--- src/rtl/fifo_wr_arbiter.sv ---
// Round-robin arbiter sharing the write port of one byte FIFO between N burst requesters.
// Define FIFO_ARB_STATS_EN to build saturating per-requester accepted-beat counters on stat_beats.
module fifo_wr_arbiter #(
  parameter int N         = 4,
  parameter int MAX_BURST = 4,
  parameter int IDW       = 2
) (
  input  logic            clk,
  input  logic            rst,
  input  logic [N-1:0]    req,
  input  logic [N-1:0]    last,
  input  logic [8*N-1:0]  data,
  output logic [N-1:0]    ack,
  output logic [N-1:0]    gnt,
  output logic [IDW-1:0]  cur_id,
  output logic            busy,
  input  logic            fifo_full,
  output logic            fifo_wr,
  output logic [7:0]      fifo_din,
  output logic [16*N-1:0] stat_beats
);

  typedef enum logic [0:0] {
    IDLE  = 1'b0,
    BURST = 1'b1
  } state_e;

  localparam int             IDW1        = IDW + 1;
  localparam logic [IDW-1:0] LAST_ID     = IDW'(N - 1);
  localparam logic [IDW:0]   N_V         = IDW1'(N);
  localparam logic [4:0]     MAX_BURST_V = 5'(MAX_BURST);
  localparam logic [N-1:0]   ONE_N       = N'(1);

  state_e         state_q, state_d;
  logic [N-1:0]   gnt_q, gnt_d;
  logic [IDW-1:0] cur_id_q, cur_id_d;
  logic [IDW-1:0] rr_ptr_q, rr_ptr_d;
  logic           busy_q, busy_d;
  logic [3:0]     beat_cnt_q, beat_cnt_d;

  logic [2*N-1:0] req_dbl_s;
  logic [N-1:0]   req_rot_s;
  logic [IDW:0]   sum_s;
  logic           any_req_s;
  logic [IDW-1:0] sel_s;
  logic           cur_req_s;
  logic           cur_last_s;
  logic [7:0]     cur_data_s;
  logic           accept_s;
  logic           burst_end_s;

  // Round-robin pick: rotate req so bit 0 is rr_ptr, then take the lowest set bit.
  always_comb begin
    req_dbl_s = {req, req} >> rr_ptr_q;
    req_rot_s = req_dbl_s[N-1:0];
    any_req_s = |req_rot_s;
    sel_s     = '0;
    sum_s     = '0;
    for (int k = N - 1; k >= 0; k--) begin
      sum_s = {1'b0, rr_ptr_q} + IDW1'(k);
      sel_s = req_rot_s[k] ? ((sum_s >= N_V) ? IDW'(sum_s - N_V) : IDW'(sum_s)) : sel_s;
    end
  end

  // Select the granted requester's req/last/data.
  always_comb begin
    cur_req_s  = 1'b0;
    cur_last_s = 1'b0;
    cur_data_s = 8'h00;
    for (int i = 0; i < N; i++) begin
      cur_req_s  = (cur_id_q == IDW'(i)) ? req[i]         : cur_req_s;
      cur_last_s = (cur_id_q == IDW'(i)) ? last[i]        : cur_last_s;
      cur_data_s = (cur_id_q == IDW'(i)) ? data[8*i +: 8] : cur_data_s;
    end
  end

  // Beat acceptance and the FIFO write port; never write while the FIFO is full.
  always_comb begin
    accept_s = (state_q == BURST) && cur_req_s && !fifo_full;
    fifo_wr  = accept_s;
    fifo_din = cur_data_s;
    ack      = accept_s ? gnt_q : '0;
  end

  // Next-state logic for the grant FSM.
  always_comb begin
    state_d     = state_q;
    gnt_d       = gnt_q;
    cur_id_d    = cur_id_q;
    busy_d      = busy_q;
    rr_ptr_d    = rr_ptr_q;
    beat_cnt_d  = beat_cnt_q;
    burst_end_s = 1'b0;
    case (state_q)
      IDLE: begin
        if (any_req_s) begin
          state_d    = BURST;
          gnt_d      = ONE_N << sel_s;
          cur_id_d   = sel_s;
          busy_d     = 1'b1;
          beat_cnt_d = 4'd0;
        end else begin
          state_d = IDLE;
        end
      end
      BURST: begin
        // A dropped req abandons the burst; a full FIFO simply holds everything.
        burst_end_s = !cur_req_s ||
                      (accept_s && (cur_last_s || (({1'b0, beat_cnt_q} + 5'd1) == MAX_BURST_V)));
        beat_cnt_d  = accept_s ? (beat_cnt_q + 4'd1) : beat_cnt_q;
        if (burst_end_s) begin
          state_d  = IDLE;
          gnt_d    = '0;
          busy_d   = 1'b0;
          cur_id_d = '0;
          rr_ptr_d = (cur_id_q == LAST_ID) ? '0 : (cur_id_q + IDW'(1));
        end else begin
          state_d = BURST;
        end
      end
      default: begin
        state_d    = IDLE;
        gnt_d      = '0;
        busy_d     = 1'b0;
        cur_id_d   = '0;
        rr_ptr_d   = '0;
        beat_cnt_d = 4'd0;
      end
    endcase
  end

  // Grant FSM registers.
  always_ff @(posedge clk) begin
    if (rst) begin
      state_q    <= IDLE;
      gnt_q      <= '0;
      cur_id_q   <= '0;
      busy_q     <= 1'b0;
      rr_ptr_q   <= '0;
      beat_cnt_q <= 4'd0;
    end else begin
      state_q    <= state_d;
      gnt_q      <= gnt_d;
      cur_id_q   <= cur_id_d;
      busy_q     <= busy_d;
      rr_ptr_q   <= rr_ptr_d;
      beat_cnt_q <= beat_cnt_d;
    end
  end

  assign gnt    = gnt_q;
  assign cur_id = cur_id_q;
  assign busy   = busy_q;

`ifdef FIFO_ARB_STATS_EN
  logic [16*N-1:0] stat_q, stat_d;

  // Saturating accepted-beat counters, one per requester.
  always_comb begin
    stat_d = stat_q;
    for (int i = 0; i < N; i++) begin
      stat_d[16*i +: 16] = (ack[i] && (stat_q[16*i +: 16] != 16'hFFFF)) ?
                           (stat_q[16*i +: 16] + 16'd1) : stat_q[16*i +: 16];
    end
  end

  // Counter registers.
  always_ff @(posedge clk) begin
    if (rst) begin
      stat_q <= '0;
    end else begin
      stat_q <= stat_d;
    end
  end

  assign stat_beats = stat_q;
`else
  assign stat_beats = '0;
`endif

endmodule

--- config.mk ---
export PLATFORM = sky130hd
export DESIGN_NAME = fifo_wr_arbiter
export DESIGN_NICKNAME = d
export VERILOG_FILES = /design/src/rtl/fifo_wr_arbiter.sv
export SDC_FILE = /design/constraint.sdc
export NUM_CORES = 1
export LEC_CHECK = 0
export BUFFER_PORTS_ARGS = -buffer_cell sky130_fd_sc_hd__buf_2
export CAP_MARGIN = 20
export CORE_ASPECT_RATIO = 1.2
export CORE_MARGIN = 8
export CORE_UTILIZATION = 30
export DETAILED_ROUTE_END_ITERATION = 10
export SLEW_MARGIN = 30
export SYNTH_ARGS = -nofsm -noshare
export SYNTH_HDL_FRONTEND = slang
export SYNTH_SLANG_ARGS = --single-unit
--- constraint.sdc ---
create_clock -name clk -period 3 [get_ports clk]
set_clock_uncertainty 0.2 [all_clocks]
set_input_delay 0.15 -clock clk [delete_from_list [all_inputs] [get_ports clk]]
set_output_delay 0.15 -clock clk [all_outputs]
set_load 0.005 [all_outputs]
==> results.toml <==
[run_status]
outcome = "finished clean"

[power_and_ir_drop]
p_seq_share_pct = 32.2
p_clk_share_pct = 27.1
p_switching_mw = 0.2396
power_mw = 0.6750
p_comb_share_pct = 40.7
leakagePower_nw = 0.9051
ir_drop_v = 0.0001665
powerDensity_nw_per_um2 = 379.7
swShare_pct = 35.50
p_int_mw = 0.4354

[setup_path]
path_class = "register to output port"
reg2reg_to = "rr_ptr_q[0]"
worstSetupStartpointType = "register"
path_max_fanout = 10
critPathArrivalTime_ps = 2240
r2r-start = "cur_id[0]"
worst-endpoint-required_ps = 2650
endpoint_kind = "output port"
r2r_slack_ps = 470
r2r_cells = 7

[clocking]
path_clk_slew_ps = 60
cts_sinks = 14
htreeDepth = 1
cts_root_buf = "clkbuf_8"
cts.path.max_buffers = 2
ctsResizeCount = 0
cts_tree = "built"
cts_buffers = 3
clk_latency_ps = 250
postCtsHoldBufs = 0
cts_setup_buffers = 0

[finish]
multi_input_area_um2 = 1010
diodes = 0
regArea_um2 = 280.3
area_growth_pct = 11.02
num-nets-final = 318
drive_gt1_share_pct = 29.37
utilization_pct = 34.03
n_fill_cell = 565

[sta]
finalSetupTns_ps = 0
finalCriticalPeriod_ps = 2586
hold_ws_ps = 48.49
min_period_over_period_pct = 86.18
relSlewSlack_pct = 58.25
rsz0062_at_grt = "false"
hold_violations = 0
slew_viol_final = 0
worst_pin_slew_ps = 626.3
setup_viol = 0
fmax_mhz = 386.8

[yosys]
syn_avg_cell_area_um2 = 7.700
syn_inst = 208
ys_seq_area_share_pct = 17.50
yosysWarnings = 0
synth_edf_count = 0
synth_async_sr_flop_share_pct = 0
ys_seq_elements = 14
synth_top_area_share_pct = 30.00
synthDistinctLibCells = 39
synth_area_leader_cell = "buf_4"
synthesis.area_um2 = 1602
synth_ff_type = "dfxtp_1"
synthTopCellsByArea = "buf_4 (30%), dfxtp_1 (18%), a21oi_1 (4.4%)"
synth_common_cells = "buf_4 (64), nor2_1 (18), nand2_1 (15)"
synthMostInstantiatedCell = "buf_4"

[run]
maxCapViolations = 0

[route]
drt_iter0_markers = 21
viasPerCell = 4.260
vias = 1410
wl_per_cell_um = 13.18
wl_mm = 4.364
antenna_left = 0
route.detailed.drc = 0
first_pass_iters = 4

[floorplanning]
die-area_um2 = 7943
die_w_um = 82.70
core_region_area_um2 = 5225
die_height_um = 96.04
io_pins = 127
core.rowCount = 29
start_util_pct = 30.65

[worst_hold_path]
min_path_cells = 2
hp-start = "rst"
hold_end = "beat_cnt_q[0]"
holdCritPathClass = "primary input to register"

[grt]
grtUsageMet1_pct = 10.64
grt_usage_pct = 9.609
top_usage_layer = "met2"
grt_max_degree = 21
grtUsageMet3_pct = 3.645
grt_antenna_before_repair = 0
overflow = 0
met2_usage_pct = 16.81
grt_first_pass_wirelength_mm = 6.023
grt_pass1_vias = 1315

[placed_design]
dpl.hpwl_mm = 3.794
gp_congestion = 0.7814
numPortBuffers = 62
kinds of logic (layout without fill, tap and decap cells):
kind of cell               Yosys count  count (layout)  share of synthesized area (%)
buffers and inverters               77              75                          34.22
and+or+nand+nor                     55              55                          16.87
AOI/OAI and AO/OA                   51              51                          23.83
DFF                                 14              14                          17.50
adders and majority gates            5               5                          3.906
muxes                                4               4                          2.890
other                                1              64                         0.2342
xor gates and xnor gates             1               1                         0.5470
layout by cell type (no fill, tap or decap), types with 2 or more instances in the layout:
| cell type | Yosys | layout |
|---|---|---|
| o21ai_0 | 11 | 11 |
| nand3_1 | 4 | 4 |
| nor2b_1 | 2 | 2 |
| ha_1 | 5 | 5 |
| inv_1 | 6 | 6 |
| o41ai_2 | 2 | 2 |
| a22oi_1 | 9 | 9 |
| nand2_1 | 15 | 15 |
| o22ai_1 | 3 | 3 |
| clkbuf_8 | 0 | 4 |
| a21oi_1 | 14 | 14 |
| buf_4 | 64 | 3 |
| a211o_1 | 2 | 2 |
| nor2_1 | 18 | 18 |
| dfxtp_1 | 14 | 14 |
| mux2i_1 | 2 | 2 |
| and2_1 | 4 | 4 |
| a21oi_4 | 2 | 2 |
| buf_2 | 3 | 62 |
| nand2b_1 | 4 | 4 |
| conb_1 | 1 | 64 |
| nor3_1 | 4 | 4 |
flip-flops by register name (all words and copies together), names as in the netlist:
register / count
rr_ptr_q: 2
state_q: 1
gnt: 4
busy: 1
beat_cnt_q: 4
cur_id: 2
final cells by class:
| cell class | count | share of cell area (%) |
|---|---|---|
| Multi-Input combinational cell | 180 | 56.79 |
| Timing Repair Buffer | 65 | 18.72 |
| Sequential cell | 14 | 15.76 |
| Tap cell | 62 | 4.363 |
| Clock buffer | 4 | 3.096 |
| Inverter | 6 | 1.267 |
power by group through the flow:
stage | combinational [mW] | clock, mW | sequential [mW]
finish | 0.275 | 0.183 | 0.217
detailed placement | 0.274 | 0 | 0.221
CTS | 0.276 | 0.187 | 0.218
global route | 0.312 | 0.196 | 0.220
global placement | 0.274 | 0 | 0.221
floorplan | 0.242 | 0 | 0.219
through the flow:
stage               area, um2  std cells  worst slack, ps
global placement         1723        327            506.2
CTS                      1778        331            373.7
global route             1778        331            243.3
finish                   1778        331            414.5
detailed placement       1723        327            442.6
floorplan                1838        271            757.9
worst max-delay path by stage:
stage / startpoint / to / slack [ps] / cells after the start
floorplan: cur_id[0] / rr_ptr_q[0] / 760 / 8
global placement: cur_id[0] / rr_ptr_q[0] / 510 / 7
detailed placement: cur_id[0] / rr_ptr_q[0] / 440 / 7
CTS: cur_id[1] / ack[0] / 370 / 8
global route: cur_id[1] / ack[3] / 240 / 8
finish: cur_id[1] / ack[0] / 410 / 8
layer usage:
metal | wire (um) | vias to the layer above
li1 | - | 710
met1 | 1540 | 604
met2 | 1952 | 92
met3 | 837 | 4
met4 | 33 | 0
met5 | 0 | -
worst max-delay path, stage by stage, from the launching register on:
cell,delay [ps]
dfxtp_1,400
inv_1,80
ha_1,190
nor2b_1,380
buf_4,230
a21oi_4,70
nor3_4,350
and2_1,180
buf_2,110
(Power assumes the default switching activity.)
